`src/rtl/cdb_arbiter_if.sv`:
```
// Bus bundle between the functional units and the CDB arbiter: per-FU result
// inputs with their ready flags, plus the registered CDB broadcast.
interface cdb_arbiter_if #(
    parameter int NUM_FU = 5,
    parameter int TAG_W  = 3,
    parameter int DATA_W = 32,
    parameter int SRC_W  = $clog2(NUM_FU)
);
    // Handshake: FU i's result transfers at the clock edge where fu_valid[i] and
    // fu_ready[i] are both high. fu_ready comes only from buffer occupancy, so an
    // FU may look at it before deciding to drive valid. Data offered while ready
    // is low is not taken. cdb_valid has no back-pressure: it is a one-cycle
    // broadcast.
    logic [NUM_FU-1:0]        fu_valid;
    logic [NUM_FU*TAG_W-1:0]  fu_tag;
    logic [NUM_FU*DATA_W-1:0] fu_data;
    logic [NUM_FU-1:0]        fu_ready;
    logic                     cdb_valid;
    logic [TAG_W-1:0]         cdb_tag;
    logic [DATA_W-1:0]        cdb_data;
    logic [SRC_W-1:0]         cdb_src;

    modport master (
        output fu_valid, fu_tag, fu_data,
        input  fu_ready, cdb_valid, cdb_tag, cdb_data, cdb_src
    );

    modport slave (
        input  fu_valid, fu_tag, fu_data,
        output fu_ready, cdb_valid, cdb_tag, cdb_data, cdb_src
    );
endinterface

```
`src/rtl/cdb_arbiter.sv`:
```
// Per-FU result FIFOs feeding a round-robin arbiter that broadcasts one result per
// cycle on the CDB. Optional macro CDB_PERF_EN adds a saturating conflict counter.
module cdb_arbiter #(
    parameter int NUM_FU    = 5,
    parameter int TAG_W     = 3,
    parameter int DATA_W    = 32,
    parameter int BUF_DEPTH = 2
) (
    input  logic         clock,
    input  logic         reset,
    input  logic         flush,
    cdb_arbiter_if.slave bus
`ifdef CDB_PERF_EN
    ,
    output logic [15:0]  perf_conflict_cnt
`endif
);
    localparam int SRC_W = $clog2(NUM_FU);
    localparam int PTR_W = $clog2(BUF_DEPTH);
    localparam int CNT_W = $clog2(BUF_DEPTH + 1);
    localparam logic [CNT_W-1:0] FULL_CNT = CNT_W'(BUF_DEPTH);
    localparam logic [SRC_W:0]   NUM_FU_X = (SRC_W + 1)'(NUM_FU);
    localparam logic [SRC_W-1:0] LAST_FU  = SRC_W'(NUM_FU - 1);

    logic [TAG_W-1:0]  tag_mem_q  [NUM_FU][BUF_DEPTH];
    logic [DATA_W-1:0] data_mem_q [NUM_FU][BUF_DEPTH];
    logic [PTR_W-1:0]  wr_ptr_q [NUM_FU], wr_ptr_d [NUM_FU];
    logic [PTR_W-1:0]  rd_ptr_q [NUM_FU], rd_ptr_d [NUM_FU];
    logic [CNT_W-1:0]  cnt_q    [NUM_FU], cnt_d    [NUM_FU];
    logic [SRC_W-1:0]  rr_ptr_q, rr_ptr_d;
    logic              cdb_valid_q, cdb_valid_d;
    logic [TAG_W-1:0]  cdb_tag_q, cdb_tag_d;
    logic [DATA_W-1:0] cdb_data_q, cdb_data_d;
    logic [SRC_W-1:0]  cdb_src_q, cdb_src_d;

    logic [NUM_FU-1:0]   req, ready, push, pop;
    logic [2*NUM_FU-1:0] req2;
    logic [NUM_FU-1:0]   req_rot;
    logic [SRC_W-1:0]    offset, grant_idx;
    logic [SRC_W:0]      win_sum;
    logic                grant_vld;

    always_comb begin
        for (int i = 0; i < NUM_FU; i++) begin
            ready[i] = (cnt_q[i] != FULL_CNT);
            req[i]   = (cnt_q[i] != '0);
            // Zero-tag results are acknowledged but never stored.
            push[i]  = bus.fu_valid[i] && ready[i] && (bus.fu_tag[i*TAG_W +: TAG_W] != '0);
        end
    end

    // Rotate requests so bit 0 is rr_ptr; the lowest set bit is the winner's offset.
    always_comb begin
        req2      = {req, req};
        req_rot   = req2[{1'b0, rr_ptr_q} +: NUM_FU];
        grant_vld = 1'b0;
        offset    = '0;
        for (int k = NUM_FU - 1; k >= 0; k--) begin
            if (req_rot[k]) begin
                grant_vld = 1'b1;
                offset    = SRC_W'(k);
            end
        end
        win_sum = {1'b0, rr_ptr_q} + {1'b0, offset};
        if (win_sum >= NUM_FU_X) begin
            win_sum = win_sum - NUM_FU_X;
        end
        grant_idx = win_sum[SRC_W-1:0];
        for (int i = 0; i < NUM_FU; i++) begin
            pop[i] = grant_vld && (grant_idx == SRC_W'(i));
        end
    end

    always_comb begin
        rr_ptr_d    = rr_ptr_q;
        cdb_valid_d = 1'b0;
        cdb_tag_d   = cdb_tag_q;
        cdb_data_d  = cdb_data_q;
        cdb_src_d   = cdb_src_q;
        for (int i = 0; i < NUM_FU; i++) begin
            wr_ptr_d[i] = wr_ptr_q[i];
            rd_ptr_d[i] = rd_ptr_q[i];
            cnt_d[i]    = cnt_q[i];
        end
        if (flush) begin
            rr_ptr_d = '0;
            for (int i = 0; i < NUM_FU; i++) begin
                wr_ptr_d[i] = '0;
                rd_ptr_d[i] = '0;
                cnt_d[i]    = '0;
            end
        end else begin
            for (int i = 0; i < NUM_FU; i++) begin
                if (push[i]) wr_ptr_d[i] = wr_ptr_q[i] + PTR_W'(1);
                if (pop[i])  rd_ptr_d[i] = rd_ptr_q[i] + PTR_W'(1);
                cnt_d[i] = cnt_q[i] + CNT_W'(push[i]) - CNT_W'(pop[i]);
            end
            if (grant_vld) begin
                cdb_valid_d = 1'b1;
                cdb_tag_d   = tag_mem_q[grant_idx][rd_ptr_q[grant_idx]];
                cdb_data_d  = data_mem_q[grant_idx][rd_ptr_q[grant_idx]];
                cdb_src_d   = grant_idx;
                rr_ptr_d    = (grant_idx == LAST_FU) ? '0 : grant_idx + SRC_W'(1);
            end
        end
    end

    always_ff @(posedge clock or posedge reset) begin
        if (reset) begin
            rr_ptr_q    <= '0;
            cdb_valid_q <= 1'b0;
            cdb_tag_q   <= '0;
            cdb_data_q  <= '0;
            cdb_src_q   <= '0;
            for (int i = 0; i < NUM_FU; i++) begin
                wr_ptr_q[i] <= '0;
                rd_ptr_q[i] <= '0;
                cnt_q[i]    <= '0;
            end
        end else begin
            rr_ptr_q    <= rr_ptr_d;
            cdb_valid_q <= cdb_valid_d;
            cdb_tag_q   <= cdb_tag_d;
            cdb_data_q  <= cdb_data_d;
            cdb_src_q   <= cdb_src_d;
            for (int i = 0; i < NUM_FU; i++) begin
                wr_ptr_q[i] <= wr_ptr_d[i];
                rd_ptr_q[i] <= rd_ptr_d[i];
                cnt_q[i]    <= cnt_d[i];
            end
        end
    end

    // Storage needs no reset: an entry is only read after its count covers it.
    always_ff @(posedge clock) begin
        for (int i = 0; i < NUM_FU; i++) begin
            if (push[i] && !flush) begin
                tag_mem_q[i][wr_ptr_q[i]]  <= bus.fu_tag[i*TAG_W +: TAG_W];
                data_mem_q[i][wr_ptr_q[i]] <= bus.fu_data[i*DATA_W +: DATA_W];
            end
        end
    end

    assign bus.fu_ready  = ready;
    assign bus.cdb_valid = cdb_valid_q;
    assign bus.cdb_tag   = cdb_tag_q;
    assign bus.cdb_data  = cdb_data_q;
    assign bus.cdb_src   = cdb_src_q;

`ifdef CDB_PERF_EN
    logic [15:0] perf_q, perf_d;
    logic        multi_req;

    // Two or more requesters: clearing the lowest set bit still leaves one.
    always_comb begin
        multi_req = |(req & (req - NUM_FU'(1)));
        perf_d    = perf_q;
        if (multi_req && (perf_q != 16'hFFFF)) begin
            perf_d = perf_q + 16'd1;
        end
    end

    always_ff @(posedge clock or posedge reset) begin
        if (reset) begin
            perf_q <= '0;
        end else begin
            perf_q <= perf_d;
        end
    end

    assign perf_conflict_cnt = perf_q;
`endif
endmodule

```
`src/flat_wrapper.sv`:
```
// flat-port wrapper written by rule: the top's interface ports become plain ports
module cdb_arbiter_flat 
#(
    parameter int NUM_FU    = 5,
    parameter int TAG_W     = 3,
    parameter int DATA_W    = 32,
    parameter int BUF_DEPTH = 2
)
  (clock, reset, flush, bus_fu_valid, bus_fu_tag, bus_fu_data, bus_fu_ready, bus_cdb_valid, bus_cdb_tag, bus_cdb_data, bus_cdb_src);
  cdb_arbiter_if #(.NUM_FU(NUM_FU), .TAG_W(TAG_W), .DATA_W(DATA_W)) bus_i ();
  input  logic clock;
  input  logic reset;
  input  logic flush;
  input wire logic [$bits(bus_i.fu_valid)-1:0] bus_fu_valid;
  input wire logic [$bits(bus_i.fu_tag)-1:0] bus_fu_tag;
  input wire logic [$bits(bus_i.fu_data)-1:0] bus_fu_data;
  output wire logic [$bits(bus_i.fu_ready)-1:0] bus_fu_ready;
  output wire logic [$bits(bus_i.cdb_valid)-1:0] bus_cdb_valid;
  output wire logic [$bits(bus_i.cdb_tag)-1:0] bus_cdb_tag;
  output wire logic [$bits(bus_i.cdb_data)-1:0] bus_cdb_data;
  output wire logic [$bits(bus_i.cdb_src)-1:0] bus_cdb_src;
  assign bus_i.fu_valid = bus_fu_valid;
  assign bus_i.fu_tag = bus_fu_tag;
  assign bus_i.fu_data = bus_fu_data;
  assign bus_fu_ready = bus_i.fu_ready;
  assign bus_cdb_valid = bus_i.cdb_valid;
  assign bus_cdb_tag = bus_i.cdb_tag;
  assign bus_cdb_data = bus_i.cdb_data;
  assign bus_cdb_src = bus_i.cdb_src;
  cdb_arbiter #(.NUM_FU(NUM_FU), .TAG_W(TAG_W), .DATA_W(DATA_W), .BUF_DEPTH(BUF_DEPTH)) u_core (.clock(clock), .reset(reset), .flush(flush), .bus(bus_i));
endmodule
```
`config.mk`:
```
export PLATFORM = sky130hd
export DESIGN_NAME = cdb_arbiter_flat
export DESIGN_NICKNAME = d
export VERILOG_FILES = /design/src/rtl/cdb_arbiter_if.sv /design/src/rtl/cdb_arbiter.sv /design/src/flat_wrapper.sv
export SDC_FILE = /design/constraint.sdc
export NUM_CORES = 1
export LEC_CHECK = 0
export CORE_MARGIN = 5
export CORE_UTILIZATION = 25
export CTS_BUF_LIST = sky130_fd_sc_hd__clkbuf_8
export DETAILED_ROUTE_END_ITERATION = 8
export GPL_TIMING_DRIVEN = 1
export PLACE_DENSITY_LB_ADDON = 0.15
export RECOVER_POWER = 25
export SKIP_LAST_GASP = 1
export SLEW_MARGIN = 20
export SYNTH_ARGS = -nofsm -noshare
export SYNTH_HDL_FRONTEND = slang
export SYNTH_SLANG_ARGS = --single-unit
```
`constraint.sdc`:
```
create_clock -name clock -period 11.07 [get_ports clock]
set_input_delay 1.6605 -clock clock [delete_from_list [all_inputs] [get_ports clock]]
set_output_delay 1.6605 -clock clock [all_outputs]
set_load 0.05 [all_outputs]
```
Word level (Yosys, flattened, before mapping)
Memories as Yosys holds them, arrays and structs flattened.
Index checks and enable logic that the tools add are counted.
{"block": "word_totals", "inputBits": 183, "mem_count": 2, "ram_bits": 350, "ff_bits": 62}
{"block": "classes", "shift": 1, "n_reduce_logical": 49, "muxes": 73, "order_cmp": 13, "n_eq_ne": 9, "n_addsub": 23, "bitwise_logic": 8}
{"memory": "u_core.data_mem_q", "words": 5, "word_bits": 64, "read_ports": 1, "rd_ports_with_merged_regs": 0, "wr": 5, "line": "cdb_arbiter.sv:26", "source": "logic [DATA_W-1:0] data_mem_q [NUM_FU][BUF_DEPTH];"}
{"memory": "u_core.tag_mem_q", "words": 5, "word_bits": 6, "read_ports": 1, "rd_ports_with_merged_regs": 0, "wr": 5, "line": "cdb_arbiter.sv:25", "source": "logic [TAG_W-1:0] tag_mem_q [NUM_FU][BUF_DEPTH];"}
{"cell": "$mux W64", "count": 5}
{"cell": "$mux W32", "count": 8}
{"cell": "$demux W32 S1", "count": 5}
{"cell": "$mux W3", "count": 17}
{"cell": "$reduce_bool A2 Y1", "count": 16}
{"cell": "$mux W6", "count": 5}
{"cell": "$logic_and A1 B1 Y1", "count": 25}
{"cell": "$mux W1", "count": 24}
{"cell": "$demux W3 S1", "count": 5}
{"cell": "$reduce_bool A3 Y1", "count": 5}
{"cell": "$ge A2 B2 Y1 const B", "count": 6}
{"cell": "$not A1 Y2", "count": 6}
{"cell": "$add A1 B1 Y1 const B", "count": 10}
{"cell": "$add A2 B1 Y2", "count": 5}
{"cell": "$lt A2 B1 Y1 const B", "count": 5}
{"cell": "$mux W10", "count": 1}
{"cell": "$mux W5", "count": 2}
{"cell": "$ne A2 B2 Y1 const B", "count": 5}
{"cell": "$shiftx A10 B4 Y5", "count": 1}
{"cell": "$sub A2 B1 Y2", "count": 5}
{"cell": "$eq A3 B2 Y1 const B", "count": 2}
{"cell": "$add A3 B3 Y4", "count": 1}
{"cell": "$ge A4 B3 Y1 const B", "count": 1}
{"cell": "$ge A4 B4 Y1 const B", "count": 1}
{"cell": "10 further kinds", "count": 10}

Depth between registers and ports, before layout
{"block": "depth", "ltp_word": 18, "depth_mapped": 26, "ltp_nobuf": 25}

Worst setup path after synthesis
No wires, ideal clock.
{"block": "synth_timing", "path_type": "input to register", "startpoint": "input flush", "endpoint": "memory u_core.data_mem_q[2][0] (netlist bit) (enable)", "path_stages": 3, "t_arrival_ns": 4.644, "path_buffers": 2, "setup_slack_ns": 5.948, "required_time_ns": 10.592, "path_cell_list": "clkbuf_1 > clkbuf_1 > nor3b_1"}
{"item": "from (decl)", "line": "flat_wrapper.sv:13", "source": "input logic flush;"}
{"item": "to (decl)", "line": "cdb_arbiter.sv:26"}

Worst setup path in the final report
{"block": "layout_timing", "startpoint": "register u_core.rr_ptr_q[2]", "endpoint": "register u_core.cdb_data_q[14], in the netlist u_core.bus.cdb_data[14]"}
{"block": "layout_via", "elab_chain_cells": 17, "elab_cells_between_ends": 25, "cone_classes": "2 x add/sub; 1 x order compare; 1 x shift; 17 x mux; 2 x bitwise; 1 x reduce/logical; 1 x memory"}
{"item": "from (decl)", "line": "cdb_arbiter.sv:30", "source": "logic [SRC_W-1:0] rr_ptr_q, rr_ptr_d;"}
{"item": "from (signal assigned)", "line": "cdb_arbiter.sv:121", "source": "rr_ptr_q <= rr_ptr_d;"}
{"item": "$shiftx A10 B4 Y5", "line": "cdb_arbiter.sv:55", "source": "req_rot = req2[{1'b0, rr_ptr_q} +: NUM_FU];"}
{"item": "$mux W3 (5 in series)", "line": "cdb_arbiter.sv:59", "source": "if (req_rot[k]) begin"}
{"item": "$add A3 B3 Y4", "line": "cdb_arbiter.sv:64", "source": "win_sum = {1'b0, rr_ptr_q} + {1'b0, offset};"}
{"item": "$ge A4 B3 Y1 / $sub A3 B3 Y3 (equally long branches)", "line": "cdb_arbiter.sv:65, cdb_arbiter.sv:66"}
{"item": "$mux W3", "line": "cdb_arbiter.sv:65", "source": "if (win_sum >= NUM_FU_X) begin"}
{"item": "$not A3 Y4 (implied by the code)", "line": "cdb_arbiter.sv:101", "source": "cdb_data_d = data_mem_q[grant_idx][rd_ptr_q[grant_idx]];"}
{"item": "$bmux W1 S3", "line": "cdb_arbiter.sv:101"}
{"item": "$mux W1 (implied by the code) (2 in series)", "line": "cdb_arbiter.sv:101"}
{"item": "$not A1 Y2 (implied by the code)", "line": "cdb_arbiter.sv:101"}
{"item": "$mux W32 (implied by the code) (3 in series)", "line": "cdb_arbiter.sv:101"}
{"item": "to (signal assigned)", "line": "cdb_arbiter.sv:124", "source": "cdb_data_q <= cdb_data_d;"}
{"item": "to (decl)", "line": "cdb_arbiter.sv:33", "source": "logic [DATA_W-1:0] cdb_data_q, cdb_data_d;"}
Several ways; a longest one is shown, not always the timed one. The select of a mux whose other input is x is not followed.
A chain may end at the register's enable or synchronous reset.

==> flow_summary.json <==
{
  "post_drt_via_cell_ratio": 4.75,
  "avgSynthCellArea_sq_um": 14.2,
  "die_w_microns": 268,
  "clockRootBuffer": "clkbuf_8",
  "drt_iter0_markers": 914,
  "post-place-cells": 2212,
  "worstPathArrival_ns": 6.98,
  "synth_commonest_cells": "edfxtp_1, o21ai_0, nand2_1",
  "dieArea_sq_um": 71800,
  "cp_slowest_cell": "dfrtp_1",
  "grt_max_degree": 72,
  "cap_viol_max_count": 0,
  "drc_errors": 0,
  "cts_tree": "built",
  "row_count": 94,
  "vias": 11211,
  "syn2layout_area_growth_pct": 28.8,
  "htreeDepth": 3,
  "grt-ovfl-total": 0,
  "yosysWarnings": 0,
  "initial_core_util_pct": 25.3,
  "synth_seq_area_share_pct": 72.5,
  "insertion_delay_ns": 0.65,
  "worstPathCellList": "inv_1 > a211oi_1 > a211oi_1 > a21o_1 > a21oi_1 > o31ai_1 > ha_1 > fa_1 > inv_1 > ha_1 > nor3b_1 > a211oi_1 > a21oi_4 > buf_4 > buf_4 > o211a_2 > buf_4 > nand2_1 > a22o_1 > a31oi_1",
  "synthTopCellsByArea": "edfxtp_1, dfrtp_1, o21ai_0",
  "place_congestion": 0.807,
  "first_global_vias": 11778,
  "ant_nets": 0,
  "antenna_found_initial": 11,
  "endpoint_kind": "flip-flop",
  "synthCells": 1168,
  "setup_ws_ns": 4.65,
  "finalNonFillerCells": 2358,
  "hold_viol_final": 0,
  "synth_most_common_cell": "edfxtp_1",
  "post_cts_buffers": 0,
  "hpwl_mm": 35.3,
  "critPathLaunchType": "flip-flop",
  "worst_pin_slew_ns": 1.08,
  "tns_ns": 0,
  "cp.required_ns": 11.63,
  "nFillCells": 6550,
  "ios": 227,
  "clkTransAtPathRegs_ns": 0.06,
  "slew_headroom_pct": 27.7,
  "grt_pass1_wl_mm": 81.4,
  "port_buffers": 226,
  "rsz0062_at_grt": "false",
  "final-setup-viol-count": 0,
  "synth-edff-count": 350,
  "cts_resized": 0,
  "wl_per_cell_microns": 24.3,
  "final_layout_size_suffix_gt1_share_pct": 11.1,
  "cts_inserted_buffers": 77,
  "critPathTopFamily": "buffers and inverters",
  "post-route-period-util_pct": 58.0,
  "skew_ns": 0.0297,
  "drt_first_pass_iters": 9,
  "ys_seq_elements": 412,
  "worst_hold_path_type": "reg -> reg",
  "slew_viol_final": 0,
  "syn_area_sq_um": 16600,
  "r2r_slack_ns": 4.65,
  "clk_path_buf_depth": 3,
  "fin_hold_ws_ns": 0.556,
  "status": "completed",
  "drt-total-wl_mm": 57.4,
  "die_h_microns": 268,
  "yosysTopAreaCell": "edfxtp_1",
  "fmax_mhz": 156,
  "yosysTopAreaCellShare_pct": 63.2,
  "netlist-cell-type-count": 59,
  "post-place-ws_ns": 4.67,
  "cts-hold-fix-buffers": 0,
  "fin_nets": 1629,
  "syn_nets": 1370,
  "cts_sinks": 412,
  "grt_use_total_pct": 15.7,
  "path_max_fanout": 71,
  "final.min_clock_period_ns": 6.42,
  "critPathBufInv": 5,
  "path_class": "reg -> reg",
  "synth_top_flop_cell": "edfxtp_1",
  "ys_async_sr_fraction_pct": 15.0,
  "slowest_delay_ns": 0.79,
  "core_sq_um": 65900
}
==> worst reg2reg max path, cell delays in order (launching register included) <==
cell,delay (ns)
dfrtp_1,0.79
inv_1,0.21
a211oi_1,0.26
a211oi_1,0.08
a21o_1,0.19
a21oi_1,0.14
o31ai_1,0.09
ha_1,0.24
fa_1,0.73
inv_1,0.15
ha_1,0.26
nor3b_1,0.22
a211oi_1,0.11
a21oi_4,0.13
buf_4,0.48
buf_4,0.78
o211a_2,0.42
buf_4,0.52
nand2_1,0.15
a22o_1,0.20
a31oi_1,0.18
==> metrics by stage <==
stage,area (sq um),util (%)
2_1_floorplan,16600,-
3_3_place_gp,20000,30.4
3_5_place_dp,20000,30.4
4_1_cts,21400,32.5
5_1_grt,21400,32.5
6_report,21400,32.6
==> placed cells by master, fill, tap and decap left out, types with 46 or more instances in the layout <==
master,synthesis,routed
a21oi_1,47,46
clkbuf_8,0,85
clkdlybuf4s50_1,0,116
dfrtp_1,62,62
dlygate4sd3_1,0,110
edfxtp_1,350,350
inv_1,58,101
nand2_1,88,88
nor2_1,60,58
o21ai_0,114,114
==> cell type report <==
class | count | area (sq um) | share of cell area, %
inverters | 58 | 219 | 1.02
diodes | 3 | 7.51 | 0.0350
multi-input cells | 621 | 4140 | 19.3
well taps | 864 | 1080 | 5.04
flip-flops and latches | 412 | 12100 | 56.3
clock buffers | 85 | 1170 | 5.46
clock inverters | 58 | 272 | 1.27
repair buffers | 257 | 2490 | 11.6
==> cells by family (layout without fill, tap and decap cells) <==
logic type	after synthesis	after routing	synth area share [%]
AOI/OAI and AO/OA	373	373	15.5
xor gates and xnor gates	21	21	1.11
adders and majority gates	19	19	1.47
buffers and inverters	135	458	3.40
DFF	412	412	72.5
muxes	9	9	0.737
other	0	3	0
and+or+nand+nor	199	199	5.29
==> path summary, 6_finish.rpt <==
check                                       from                      end  cells after the start
max reg2reg                   u_core.rr_ptr_q[2]  u_core.bus.cdb_data[14]                     20
min reg2reg                u_core.bus.cdb_tag[1]    u_core.bus.cdb_tag[1]                      2
min                        u_core.bus.cdb_tag[1]    u_core.bus.cdb_tag[1]                      2
min in group asynchronous                  reset       u_core.wr_ptr_q[0]                      2
max in group asynchronous                  reset  u_core.bus.cdb_data[21]                      3
max                           u_core.rr_ptr_q[2]  u_core.bus.cdb_data[14]                     20
==> per-layer routing <==
layer / part of all wire, % / vias up / wire length [microns] / GRT usage [%]
met5: 0.044 / - / 25 / 0
met4: 2.2 / 4 / 1250 / 4.97
met3: 7.2 / 93 / 4110 / 3.51
met2: 47 / 409 / 27100 / 25.1
met1: 43 / 5651 / 24900 / 21.3
li1: - / 5054 / - / -
==> registers in the layout, indices dropped and copies added, names as in the netlist <==
register / cells
u_core.bus.cdb_tag: 3
u_core.rr_ptr_q: 3
u_core.bus.cdb_valid: 1
u_core.bus.cdb_data: 32
u_core.cnt_q: 10
u_core.bus.cdb_src: 3
u_core.data_mem_q: 320
u_core.rd_ptr_q: 5
u_core.tag_mem_q: 30
u_core.wr_ptr_q: 5
Power is not shown: default switching activity piles up to over one toggle a cycle in this logic, so the estimate is an artifact.
